===== src/rtl/cc_pkg.sv =====
// Shared constants and types for the cache-controller lookup dispatch stage.
package cc_pkg;

    localparam int CC_LINE_W     = 512;
    localparam int CC_OFFSET_W   = 6;
    localparam int CC_HIT_DATA_W = CC_OFFSET_W + CC_LINE_W;

    localparam logic [3:0] CC_AR_LEN        = 4'd7;
    localparam logic [2:0] CC_AR_SIZE       = 3'b011;
    localparam logic [1:0] CC_AR_BURST_WRAP = 2'b10;

    typedef enum logic {
        AR_IDLE  = 1'b0,
        AR_VALID = 1'b1
    } cc_ar_state_e;

endpackage


===== src/rtl/cc_miss_ar_issue.sv =====
// Miss issue path: AR channel FSM, held address register and outstanding-miss counter.
module cc_miss_ar_issue
    import cc_pkg::*;
#(
    parameter int ADDR_WIDTH      = 32,
    parameter int MAX_OUTSTANDING = 4
) (
    input  logic                  clk,
    input  logic                  rst_n,
    input  logic                  miss_accept,
    input  logic [ADDR_WIDTH-1:0] miss_addr,
    input  logic                  arready,
    input  logic                  rvalid,
    input  logic                  rready,
    input  logic                  rlast,
    output logic [ADDR_WIDTH-1:0] araddr,
    output logic                  arvalid,
    output logic                  ar_free,
    output logic                  cnt_ok
);

    localparam int CNT_W = $clog2(MAX_OUTSTANDING + 1);

    cc_ar_state_e     state;
    logic [CNT_W-1:0] miss_cnt;
    logic             rlast_beat;

    assign rlast_beat = rvalid & rready & rlast;
    assign ar_free    = (state == AR_IDLE) | (arvalid & arready);
    assign cnt_ok     = miss_cnt < CNT_W'(MAX_OUTSTANDING);

    always_ff @(posedge clk) begin
        if (!rst_n) begin
            state    <= AR_IDLE;
            arvalid  <= 1'b0;
            araddr   <= '0;
            miss_cnt <= '0;
        end else begin
            case (state)
                AR_IDLE: begin
                    if (miss_accept) begin
                        state   <= AR_VALID;
                        arvalid <= 1'b1;
                        araddr  <= miss_addr;
                    end
                end
                AR_VALID: begin
                    // A miss is only accepted here when arready completes the current request.
                    if (arready) begin
                        if (miss_accept) begin
                            araddr <= miss_addr;
                        end else begin
                            state   <= AR_IDLE;
                            arvalid <= 1'b0;
                        end
                    end
                end
                default: begin
                    state   <= AR_IDLE;
                    arvalid <= 1'b0;
                end
            endcase

            case ({miss_accept, rlast_beat})
                2'b10:   miss_cnt <= miss_cnt + CNT_W'(1);
                2'b01:   if (miss_cnt != '0) miss_cnt <= miss_cnt - CNT_W'(1);
                default: miss_cnt <= miss_cnt;
            endcase
        end
    end

    always_ff @(posedge clk) begin
        if (rst_n && rlast_beat) begin
            assert (miss_cnt != '0)
            else $error("rlast beat seen with no outstanding miss");
        end
    end

endmodule


===== src/rtl/cc_lookup_dispatch.sv =====
// Routes tag-lookup results: flag per lookup, line data on hits, wrap-burst AR on misses.
module cc_lookup_dispatch
    import cc_pkg::*;
#(
    parameter int ADDR_WIDTH      = 32,
    parameter int MAX_OUTSTANDING = 4
) (
    input  logic                     clk,
    input  logic                     rst_n,
    input  logic                     lkup_valid_i,
    output logic                     lkup_ready_o,
    input  logic                     lkup_hit_i,
    input  logic [ADDR_WIDTH-1:0]    lkup_addr_i,
    input  logic [CC_LINE_W-1:0]     lkup_data_i,
    input  logic                     hit_flag_fifo_afull_i,
    output logic                     hit_flag_fifo_wren_o,
    output logic                     hit_flag_fifo_wdata_o,
    input  logic                     hit_data_fifo_afull_i,
    output logic                     hit_data_fifo_wren_o,
    output logic [CC_HIT_DATA_W-1:0] hit_data_fifo_wdata_o,
    output logic [ADDR_WIDTH-1:0]    mem_araddr_o,
    output logic [3:0]               mem_arlen_o,
    output logic [2:0]               mem_arsize_o,
    output logic [1:0]               mem_arburst_o,
    output logic                     mem_arvalid_o,
    input  logic                     mem_arready_i,
    input  logic                     mem_rvalid_i,
    input  logic                     mem_rready_i,
    input  logic                     mem_rlast_i
);

    // Handshake: a lookup transfers on a cycle where lkup_valid_i & lkup_ready_o;
    // ready looks at the hit flag as payload but never at valid.
    logic ar_free;
    logic cnt_ok;
    logic accept;
    logic miss_accept;

    always_comb begin
        lkup_ready_o = 1'b0;
        if (rst_n) begin
            if (lkup_hit_i)
                lkup_ready_o = !hit_flag_fifo_afull_i & !hit_data_fifo_afull_i;
            else
                lkup_ready_o = !hit_flag_fifo_afull_i & ar_free & cnt_ok;
        end
    end

    assign accept      = lkup_valid_i & lkup_ready_o;
    assign miss_accept = accept & !lkup_hit_i;

    always_ff @(posedge clk) begin
        if (!rst_n) begin
            hit_flag_fifo_wren_o  <= 1'b0;
            hit_flag_fifo_wdata_o <= 1'b0;
            hit_data_fifo_wren_o  <= 1'b0;
            hit_data_fifo_wdata_o <= '0;
        end else begin
            hit_flag_fifo_wren_o  <= accept;
            hit_flag_fifo_wdata_o <= accept & lkup_hit_i;
            hit_data_fifo_wren_o  <= accept & lkup_hit_i;
            if (accept && lkup_hit_i)
                hit_data_fifo_wdata_o <= {lkup_addr_i[CC_OFFSET_W-1:0], lkup_data_i};
        end
    end

    cc_miss_ar_issue #(
        .ADDR_WIDTH      (ADDR_WIDTH),
        .MAX_OUTSTANDING (MAX_OUTSTANDING)
    ) u_miss_ar (
        .clk         (clk),
        .rst_n       (rst_n),
        .miss_accept (miss_accept),
        .miss_addr   ({lkup_addr_i[ADDR_WIDTH-1:3], 3'b000}),
        .arready     (mem_arready_i),
        .rvalid      (mem_rvalid_i),
        .rready      (mem_rready_i),
        .rlast       (mem_rlast_i),
        .araddr      (mem_araddr_o),
        .arvalid     (mem_arvalid_o),
        .ar_free     (ar_free),
        .cnt_ok      (cnt_ok)
    );

    assign mem_arlen_o   = CC_AR_LEN;
    assign mem_arsize_o  = CC_AR_SIZE;
    assign mem_arburst_o = CC_AR_BURST_WRAP;

endmodule


===== config.mk =====
export PLATFORM = sky130hd
export DESIGN_NAME = cc_lookup_dispatch
export DESIGN_NICKNAME = d
export VERILOG_FILES = /design/src/rtl/cc_pkg.sv /design/src/rtl/cc_miss_ar_issue.sv /design/src/rtl/cc_lookup_dispatch.sv
export SDC_FILE = /design/constraint.sdc
export NUM_CORES = 1
export LEC_CHECK = 0
export BUFFER_PORTS_ARGS = -buffer_cell sky130_fd_sc_hd__buf_4
export CAP_MARGIN = 5
export CORE_AREA = 2 2 433 435
export CTS_CLUSTER_DIAMETER = 40
export DETAILED_ROUTE_END_ITERATION = 6
export DIE_AREA = 0 0 435 437
export PLACE_DENSITY = 0.36
export SYNTH_ARGS = -nofsm -noshare
export SYNTH_HDL_FRONTEND = slang
export SYNTH_HIERARCHICAL = 1
export SYNTH_SLANG_ARGS = --single-unit

===== constraint.sdc =====
create_clock -name clk -period 5.5 [get_ports clk]
set_clock_uncertainty 0.1 [all_clocks]
set_input_delay 1.65 -clock clk [delete_from_list [all_inputs] [get_ports clk]]
set_output_delay 1.65 -clock clk [all_outputs]
set_load 0.005 [all_outputs]

# --- Word-level counts from Yosys, hierarchy flattened ---
# Cells that the tools add are included.
classes:
  reduce_logical: 8
  addsub: 2
  muxes: 14
  magnitude_cmp: 1
  n_bitwise: 11
  eq_ne: 6
ops:
  columns: ["op", "count"]
  rows:
  - ["32-bit 2-to-1 mux", 2]
  - ["32-bit one-hot mux with 2 select lines", 1]
  - ["1-bit AND", 9]
  - ["1-bit 2-to-1 mux", 7]
  - ["3-bit one-hot mux with 2 select lines", 1]
  - ["2-bit by 1-bit != test with 1-bit output (second input constant)", 2]
  - ["2-bit != test (second input constant)", 2]
  - ["1-bit one-hot mux with 2 select lines", 2]
  - ["3-bit by 1-bit adder with 3-bit output (second input constant)", 1]
  - ["1-bit logical NOT", 3]
  - ["3-bit less-than comparator (second input constant)", 1]
  - ["3-bit 2-to-1 mux", 1]
  - ["3-bit AND reduction", 1]
  - ["3-bit nonzero test", 1]
  - ["3-bit by 1-bit subtractor with 3-bit output (second input constant)", 1]
  - ["2-bit by 1-bit equality test with 1-bit output (second input constant)", 1]
  - ["2-bit equality test (second input constant)", 1]
  - ["2-bit AND reduction", 1]
  - ["2-bit nonzero test", 1]
  - ["1-bit logical AND", 1]
  - ["1-bit inverter", 1]
  - ["1-bit bitwise OR", 1]
word_totals:
  regBits: 557
  word_cells: 49
  out_inout_bits: 564

# --- Logic depth before layout (Yosys ltp) ---
# Gate-level depths: netlist (run 1).
depth:
  word_depth: 11
  depth_mapped: 11
  ltp_nobuf: 10

# --- Cells and area by module ---
# The synthesis (run 1) kept the hierarchy.
by_module_without_submodules:
  columns: ["mod", "cells_each", "n_inst", "seq_area_each_um2", "area_each_um2"]
  rows:
  - ["cc_lookup_dispatch", 2326, 1, 10410.0, 18749.2]
  - ["cc_miss_ar_issue", 178, 1, 740.7, 1407.6]

# --- Worst setup path before layout (run 1) ---
# OpenSTA, ideal clock, no wires.
synth_path:
  path_kind: "input port to flip-flop"
  startpoint: "input lkup_valid_i"
  endpoint: "register u_miss_ar.miss_cnt[2]"
  arrival_ps: 3712
  cell_stages: 10
  setup_time_ps: 73
  t_required_ps: 5327
  path_buffers: 2
  slack_ps: 1615
  path_cell_list: "buf_2 inv_2 nor4_1 buf_4 and4b_1 xor2_1 ha_1 or4_4 and3_4 nor3_2"
synth_via:
  elab_chain_cells: 5
synth_rtl:
  columns: ["element", "line", "rtl"]
  rows:
  - ["start: declaration", "cc_lookup_dispatch.sv:10", "input logic lkup_valid_i,"]
  - ["1-bit AND *", "cc_lookup_dispatch.sv:49", "assign accept = lkup_valid_i & lkup_ready_o;"]
  - ["1-bit AND *", "cc_lookup_dispatch.sv:50", "assign miss_accept = accept & !lkup_hit_i;"]
  - ["named net miss_accept", "cc_lookup_dispatch.sv:37", "logic miss_accept;"]
  - ["2-bit by 1-bit equality test with 1-bit output or 2-bit equality test (tied branches)", "cc_miss_ar_issue.sv:64", "case ({miss_accept, rlast_beat})"]
  - ["2-bit by 1-bit != test with 1-bit output (no source line) or 2-bit nonzero test (tied branches)", null, null]
  - ["2-bit AND reduction (no source line)", null, null]
  - ["end signal: assignment", "cc_miss_ar_issue.sv:65", "2'b10: miss_cnt <= miss_cnt + CNT_W'(1);"]
  - ["end signal: assignment", "cc_miss_ar_issue.sv:66", "2'b01: if (miss_cnt != '0) miss_cnt <= miss_cnt - CNT_W'(1);"]
  - ["end signal: assignment", "cc_miss_ar_issue.sv:67", "default: miss_cnt <= miss_cnt;"]
  - ["end: declaration", "cc_miss_ar_issue.sv:25", "logic [CNT_W-1:0] miss_cnt;"]
# The timed path passes the listed nets; every way through them passes the cells marked *.
# A chain may end at the register's enable or synchronous reset.

# --- Final worst setup path (run 1) ---
layout_path:
  startpoint: "input mem_arready_i"
  endpoint: "output lkup_ready_o"
layout_via:
  elab_chain_cells: 6
layout_rtl:
  columns: ["element", "line", "rtl"]
  rows:
  - ["start: declaration", "cc_lookup_dispatch.sv:26", "input logic mem_arready_i,"]
  - ["1-bit AND", "cc_miss_ar_issue.sv:29", "assign ar_free = (state == AR_IDLE) | (arvalid & arready);"]
  - ["1-bit bitwise OR", "cc_miss_ar_issue.sv:29", null]
  - ["named net ar_free", "cc_lookup_dispatch.sv:34", "logic ar_free;"]
  - ["1-bit AND (2 in series)", "cc_lookup_dispatch.sv:45", "lkup_ready_o = !hit_flag_fifo_afull_i & ar_free & cnt_ok;"]
  - ["1-bit 2-to-1 mux", "cc_lookup_dispatch.sv:42", "if (lkup_hit_i)"]
  - ["1-bit 2-to-1 mux", "cc_lookup_dispatch.sv:41", "if (rst_n) begin"]
  - ["end: declaration", "cc_lookup_dispatch.sv:11", "output logic lkup_ready_o,"]
# The timed path passes the listed nets, and every way through them passes these cells.

==> results of run 1 <==
routing by layer:
metal	routed length (um)	track usage (%)
met2	62450	21.22
met3	10800	4.731
met1	52840	15.75
met4	4710	5.343
met5	160	0
worst paths after layout:
| path | start | end | depth (start not counted) |
|---|---|---|---|
| hold / removal | hit_data_fifo_wdata_o[389] | hit_data_fifo_wdata_o[389] | 2 |
| setup reg to reg | u_miss_ar/arvalid | u_miss_ar/miss_cnt[2] | 11 |
| hold reg to reg | hit_data_fifo_wdata_o[389] | hit_data_fifo_wdata_o[389] | 2 |
| setup / recovery | mem_arready_i | lkup_ready_o | 6 |
cell type report:
cell class | count | area [sq um] | area share (%)
inverters | 5 | 18.77 | 0.05231
well taps | 2480 | 3103 | 8.648
diodes | 10 | 25.02 | 0.06974
clock buffers | 194 | 4040 | 11.26
multi-input cells | 1700 | 7850 | 21.88
clock inverters | 63 | 863.3 | 2.406
repair buffers | 1144 | 8828 | 24.61
flip-flops and latches | 557 | 11150 | 31.08
worst register-to-register path: stages, from the launching register on:
cell and delay (ps):
dfxtp_1 380, nand2_1 70, nand2_1 80, nand3b_1 110
nor4_1 190, buf_4 210, and4b_1 260, xor2_1 160
ha_1 200, or4_4 510, a21oi_1 220, nor3_2 70
synthesized netlist by cell type (2+ instances only):
cell type  instances
nand2_1          588
dfxtp_1          557
nand3_1          519
o21ai_0          474
clkbuf_1         117
buf_2             63
o21ai_1           46
clkbuf_2          42
a21oi_1           36
buf_4             23
buf_1              5
a31oi_1            3
inv_1              3
and2_1             2
buf_6              2
conb_1             2
inv_2              2
nand2b_1           2
power breakdown:
group | internal (mW) | switching, mW
Combinational | 0.415 | 0.428
Sequential | 4.14 | 0.0561
Clock | 5.68 | 2.85
Total | 10.2 | 3.33
registers in the layout, summed over array words and instances, names as in the netlist:
signal                 cells
hit_data_fifo_wdata_o    518
hit_data_fifo_wren_o       1
hit_flag_fifo_wren_o       1
u_miss_ar/araddr          32
u_miss_ar/arvalid          1
u_miss_ar/miss_cnt         3
u_miss_ar/state            1
through the flow:
stage	power (mW)	cell area (sq um)	util, %	hold slack, ps
floorplan	4.491	20190	-	344.7
global placement	5.125	30950	16.73	337.4
detailed placement	5.125	30950	16.73	339.8
CTS	13.82	35850	19.38	347.9
global route	14.06	35860	19.38	363.1
finish	13.56	35880	19.39	345.6
kinds of logic (layout without fill, tap and decap cells):
family,Yosys count,after routing,synth area share [%]
buf+inv,257,1406,5.940
flops,557,557,55.32
other cells,2,22,0.03726
fa+ha+maj,1,1,0.06206
xor+xnor,1,1,0.04346
simple gates,1123,1123,24.54
compound gates,563,563,14.06
==> impl_metrics.yaml, run 1 <==
status:
  status: "finished clean"
placement:
  place_hpwl_um: 98030
  preCtsSetupSlack_ps: 1202
  place_congestion: 0.8936
  dp_cells: 5886
  port_buffers: 1108
timing:
  fin_ws_ps: 1185
  max_freq_mhz: 231.7
  period_needed_ps: 4315
  hold_violations: 0
  finalMaxSlewViolations: 0
  fin_crit_sh_pct: 78.45
  rsz0062_at_grt: "no"
  fin_setup_tns_ps: 0
  setup_violations: 0
  tightest_slew_ps: 1119
  slew_headroom_pct: 25.39
global_route:
  grt_pass1_vias: 21990
  grt_overflow: 0
  grt_pass1_wl_um: 177700
  grtUsageTotal_pct: 13.14
  grt_max_degree: 179
  antenna_found_initial: 32
setup_path:
  path_max_fanout: 3
  cp_slowest_cell: "a21oi_1"
  worst_setup_path_end_kind: "output port"
  worstSetupStartpointType: "input pin"
  crit_family: "compound AO/OA/AOI/OAI gates"
  worstPathCellList: "buf_4, nand2_1, nand2_1, nand3b_1, a21oi_1, buf_4"
  cp_data_arrival_time_ps: 2570
  required_ps: 3750
  crit_buf_inv: 2
  r2r_setup_slack_ps: 2800
  crit_type: "in -> out"
  max_stage_delay_ps: 380
die:
  initial_core_util_pct: 10.89
  rows: 158
  core_area_sq_um: 185000
  io_pins: 1118
  die_area_sq_um: 190100
  die_w_um: 435
  die_h_um: 437
yosys:
  ys_warn_count: 6
  synth_cell_types: 36
  yosysTopAreaCell: "dfxtp_1"
  synth_area_per_cell_sq_um: 8.050
  synth_edf_count: 0
  synthFlopType: "dfxtp_1"
  syn_area_sq_um: 20160
  synth_top_area_share_pct: 55.32
  seq_area_frac_synth_pct: 55.32
  ys_top_cells_by_area: "dfxtp_1, nand3_1, o21ai_0"
  synth-async-reset-ratio_pct: 0
  postSynthCellCount: 2504
  ys_ff_latch: 557
layout:
  layout.cells.non_filler: 6153
  nets: 4103
  fillers: 20930
  post_route_cells_drive_above_1_share_pct: 37.84
  syn2layout_area_growth_pct: 78.00
  final_cell_mix: "buf_4, nand2_1, dfxtp_1"
  final_common_cell: "buf_4"
cts:
  clk_pin_slew_ps: 40
  clock_latency_ps: 740
  htreeDepth: 4
  ctsResizeCount: 0
  cts_setup_buffers: 0
  cts_tree: "done"
  cts_buffers: 140
  root_buffer: "clkbuf_16"
  cts.path.max_buffers: 3
  clock_sinks: 557
  cts_hold_buf: 0
detailed_routing:
  wire_per_inst_um: 21.28
  drcViolationCount: 0
  viasPerCell: 3.615
  drtIter0Drc: 1395
  totalWireLength_um: 131000
  dr.pass1.iters: 5
  drtAntennaViolNets: 0
  vias: 22250
power:
  vdd_ir_drop_max_mv: 0.2103
  power_density_nw_per_um2: 378.0
  leakagePower_nw: 14.45
min_path:
  hold_class: "reg -> reg"
run:
  maxCapViolCount: 0
(Power assumes the default switching activity.)
==> inputs of run 2 (changes only) <==
ABC_AREA = 1   (was unset)
CORE_AREA = 2 2 430 432   (was 2 2 433 435)
DIE_AREA = 0 0 432 434   (was 0 0 435 437)
PLACE_DENSITY = 0.38   (was 0.36)
clock period = 4.5 ns   (was 5.5 ns; I/O delays follow)
==> run 2 against run 1 <==
  * Die area down 1.4%
  * Critical path depth down 1
  * Hold slack better by 35 ps
  * Highest routed layer unchanged
  * Critical endpoint unchanged
  * Largest power group unchanged
==> impl_metrics.yaml, run 2 <==
placement:
  place_hpwl_um: 92600
  port_buffers: 1108
  dp_cells: 6838
  place_congestion: 0.8387
setup_path:
  max_stage_delay_ps: 210
  cp_data_arrival_time_ps: 2140
  cp_slowest_cell: "buf_8"
  worst_setup_path_end_kind: "output port"
  worstPathCellList: "buf_8, nand2_1, nor2_2, and2_1, buf_4"
  required_ps: 3050
  worstSetupStartpointType: "input pin"
  path_max_fanout: 27
  crit_type: "in -> out"
yosys:
  synth_most_common_cell: "nor2_1"
  ys_warn_count: 6
  postSynthCellCount: 3502
  synth_edf_count: 0
  synth_cell_types: 25
  synth-async-reset-ratio_pct: 0
  seq_area_frac_synth_pct: 48.92
  ys_top_cells_by_area: "dfxtp_1, nor2_1, nand2_1"
  ys_ff_latch: 557
  syn_area_sq_um: 22800
  synth_top_area_share_pct: 48.92
  synthTopCellsByCount: "nor2_1, nand2_1, dfxtp_1, inv_1, buf_2"
  yosysTopAreaCell: "dfxtp_1"
  synthFlopType: "dfxtp_1"
  synth_area_per_cell_sq_um: 6.509
cts:
  ctsResizeCount: 0
  cts_setup_buffers: 0
  root_buffer: "clkbuf_16"
  cts_hold_buf: 0
  cts.path.max_buffers: 3
  cts_buffers: 137
  clock_sinks: 557
  cts_tree: "done"
  clk_pin_slew_ps: 40
  htreeDepth: 4
  clock_latency_ps: 740
layout:
  top_regs: "hit_data_fifo_wdata_o: 518 flops, u_miss_ar/araddr: 32 flops, u_miss_ar/miss_cnt: 3 flops"
  top_register: "hit_data_fifo_wdata_o"
  final_cell_mix: "buf_4, nor2_1, nand2_1"
  nets: 5147
  largest_register_ffs: 518
  layout.cells.non_filler: 7095
  post_route_cells_drive_above_1_share_pct: 29.18
  final_common_cell: "buf_4"
  syn2layout_area_growth_pct: 66.86
timing:
  fin_setup_tns_ps: 0
  rsz0062_at_grt: "no"
  fin_crit_sh_pct: 79.81
  setup_violations: 0
  tightest_slew_ps: 1459
  finalMaxSlewViolations: 0
  hold_violations: 0
  max_freq_mhz: 278.4
  period_needed_ps: 3591
  slew_headroom_pct: 2.725
detailed_routing:
  totalWireLength_um: 119300
  vias: 23350
  drtAntennaViolNets: 0
  viasPerCell: 3.291
  dr.pass1.iters: 5
  drtIter0Drc: 1171
  wire_per_inst_um: 16.81
  drcViolationCount: 0
global_route:
  grt_pass1_vias: 22210
  grtUsageTotal_pct: 12.11
  grt_pass1_wl_um: 161400
  grt_max_degree: 193
  grt_overflow: 0
  antenna_found_initial: 25
die:
  initial_core_util_pct: 12.49
  die_h_um: 434
  rows: 157
  io_pins: 1118
  die_area_sq_um: 187500
  core_area_sq_um: 182500
  die_w_um: 432
run:
  maxCapViolCount: 0
power:
  power_density_nw_per_um2: 437.3
  leakagePower_nw: 20.63
  vdd_ir_drop_max_mv: 0.2844
  total_power_mw: 16.63
status:
  status: "finished clean"
min_path:
  hold_class: "reg -> reg"
run 2: changes by cell type in the layout (fill, tap and decap cells not counted), sizes merged, moves of 10 or more:
cell / previous run / this run
inv: 16 / 541
nand3: 520 / 4
a21oi: 36 / 3
buf: 1144 / 1134
o21ai: 520 / 35
nand2: 588 / 1063
nor2: 1 / 1105
run 2: final timing paths:
check / startpoint / end / slack (ps) / depth (start not counted)
setup / recovery: rst_n / lkup_ready_o / 910 / 5
hold / removal: u_miss_ar/araddr[23] / u_miss_ar/araddr[23] / 380 / 2
setup reg to reg: u_miss_ar/arvalid / hit_data_fifo_wdata_o[324] / 1860 / 9
hold reg to reg: u_miss_ar/araddr[23] / u_miss_ar/araddr[23] / 380 / 2
run 2: stage by stage:
step	setup slack (ps)	util [%]	hold slack [ps]	area, sq um
after CTS	861.2	20.83	388.0	38010
final	908.5	20.84	380.9	38040
after detailed placement	868.9	18.22	378.7	33250
after floorplan	1276	-	358.2	22830
after global placement	860.4	18.22	367.8	33250
after global routing	794.6	20.84	407.0	38030
run 2: kinds of logic after synthesis:
| logic type | after synthesis | synth area share (%) |
|---|---|---|
| and+or+nand+nor | 2176 | 36.00 |
| buffers and inverters | 727 | 14.10 |
| DFF | 557 | 48.92 |
| AOI/OAI and AO/OA | 39 | 0.8947 |
| other | 2 | 0.03294 |
| adders and majority gates | 1 | 0.05488 |
run 2: routing by layer:
metal | wire [um] | global-route usage (%)
met1 | 47590 | 13.61
met2 | 57180 | 19.81
met3 | 9880 | 4.737
met4 | 4542 | 6.173
met5 | 101 | 0
run 2: worst max-delay path, delay by kind of cell:
family / cells / cell delay [ps]
AND/OR/NAND/NOR: 3 / 390
buffers and inverters: 2 / 360
run 2: power breakdown:
| part | switching (mW) | internal, mW |
|---|---|---|
| sequential | 0.0916 | 5.11 |
| clock | 3.30 | 6.89 |
| combinational | 0.607 | 0.630 |
run 2: layout make-up:
class	instances	area, sq um
repair buffers	1134	8646
inverters	534	2004
fillers	20570	144500
clock inverters	58	783.3
diodes	12	30.03
well taps	2385	2984
flip-flops and latches	557	11150
clock buffers	187	3971
multi-input cells	2228	8468
==> inputs of run 3 (changes only) <==
clock period = 3.6 ns   (was 4.5 ns; I/O delays follow)
==> run 3 against run 2 <==
  * Power grew 30%
  * Cell count increased by 0.65%
  * Die area unchanged
  * Design area rose by 1.9%
  * Clock power increased by 32%
  * Sequential power rose by 25%
  * Sequential share of layout area is 0.54 points lower
  * Largest cell class unchanged
  * First-iteration DRC count shrank 2.9%
  * Combinational power rose by 27%
  * Critical endpoint unchanged
  * Hold slack improved by 0.71 ps
  * Sequential cell count unchanged
  * Critical path depth up 2
==> impl_metrics.yaml, run 3 (same netlist as run 2, synthesis figures left out) <==
status:
  status: "finished clean"
placement:
  dpl_cell_area_sq_um: 33650
  place_congestion: 0.8286
  place_hpwl_um: 93510
  port_buffers: 1108
timing:
  fin_crit_sh_pct: 86.58
  finalMaxSlewViolations: 0
  tightest_slew_ps: 1112
  hold_violations: 0
  setup_violations: 0
  period_needed_ps: 3117
  rsz0062_at_grt: "no"
  whs_ps: 381.6
  slew_headroom_pct: 25.84
  max_freq_mhz: 320.8
  fin_setup_tns_ps: 0
setup_path:
  cp_data_arrival_time_ps: 1940
  required_ps: 2420
  worst_setup_path_end_kind: "output port"
  cp_slowest_cell: "o21ai_0"
  max_stage_delay_ps: 180
  worstPathCellList: "buf_4, inv_1, o21ai_0, nand2_1, nand2_1, and2_1, buf_4"
  crit_type: "in -> out"
  worstSetupStartpointType: "input pin"
  path_max_fanout: 3
cts:
  cts_hold_buf: 0
  cts_buffers: 137
  cts.path.max_buffers: 3
  htreeDepth: 4
  clock_sinks: 557
  cts_tree: "done"
  clk_pin_slew_ps: 40
  ctsResizeCount: 0
  cts_setup_buffers: 0
  root_buffer: "clkbuf_16"
  clock_latency_ps: 720
global_route:
  grt_overflow: 0
  antenna_found_initial: 30
  grt_pass1_vias: 22180
  grtUsageTotal_pct: 12.11
  grt_max_degree: 179
  grt_pass1_wl_um: 162000
layout:
  postLayoutCellArea_sq_um: 38750
  nets: 5187
  fillers: 20610
  final_common_cell: "buf_4"
  top_register: "hit_data_fifo_wdata_o"
  final_cell_mix: "buf_4, nor2_1, nand2_1"
  largest_register_ffs: 518
  fin_util_pct: 21.23
  top_regs: "hit_data_fifo_wdata_o: 518 flops, u_miss_ar/araddr: 32 flops, u_miss_ar/miss_cnt: 3 flops"
  syn2layout_area_growth_pct: 69.98
  post_route_cells_drive_above_1_share_pct: 29.86
power:
  vdd_ir_drop_max_mv: 0.3314
  leakagePower_nw: 21.01
  power_density_nw_per_um2: 556.4
die:
  die_area_sq_um: 187500
  rows: 157
  die_h_um: 434
  initial_core_util_pct: 12.49
  die_w_um: 432
  core_area_sq_um: 182500
  io_pins: 1118
detailed_routing:
  dr.pass1.iters: 6
  drcViolationCount: 0
  totalWireLength_um: 119500
  viasPerCell: 3.286
  vias: 23470
  drtIter0Drc: 1137
  wire_per_inst_um: 16.74
  drtAntennaViolNets: 0
min_path:
  hold_class: "reg -> reg"
run:
  maxCapViolCount: 0
run 3: cell types whose count changed in the layout (fill, tap and decap cells not counted), sizes merged:
cell,previous run,this run
buf,1134,1174
bufinv,13,22
clkbuf,187,181
clkinv,30,36
clkinvlp,8,7
diode,12,11
inv,541,540
run 3: layer usage:
| layer | share of wire, % | vias to the layer above | GRT usage, % |
|---|---|---|---|
| met2 | 48 | 699 | 19.98 |
| met4 | 3.1 | 24 | 4.895 |
| met3 | 7.7 | 205 | 4.620 |
| met1 | 41 | 10270 | 14.02 |
| met5 | 0.12 | - | 0 |
| li1 | - | 12270 | - |
run 3: path summary, 6_finish.rpt:
path | to | slack (ps) | start | cells after the start
worst min register to register | u_miss_ar/araddr[3] | 380 | u_miss_ar/araddr[3] | 2
worst min-delay path | u_miss_ar/araddr[3] | 380 | u_miss_ar/araddr[3] | 2
worst max-delay path | lkup_ready_o | 480 | mem_arready_i | 7
worst max register to register | u_miss_ar/miss_cnt[2] | 1380 | u_miss_ar/arvalid | 19
run 3: cell type report:
class	instances	area [sq um]	share of cell area [%]
Inverter	534	2004	5.173
Sequential cell	557	11150	28.78
Tap cell	2385	2984	7.701
Clock buffer	181	3834	9.894
Antenna cell	11	27.53	0.07104
Multi-Input combinational cell	2228	8468	21.85
Clock inverter	71	1232	3.181
Timing Repair Buffer	1174	9046	23.35
run 3: critical path, delay by kind of cell:
kind / cells / cell delay (ps)
AO/OA/AOI/OAI: 1 / 180
buffers and inverters: 3 / 370
AND/OR/NAND/NOR: 3 / 290
run 3: metrics by stage:
step,power (mW),instances,setup WS [ps]
after CTS,21.97,7130,473.3
after global routing,22.45,7139,385.2
after floorplan,7.144,3512,915.6
after detailed placement,8.213,6878,464.2
after global placement,8.203,6878,352.1
final,21.56,7141,483.2
run 3: power breakdown:
group          switching [mW]  internal, mW
clock                    4.34          9.15
combinational           0.771         0.804
sequential              0.112          6.38
total                    5.23          16.3
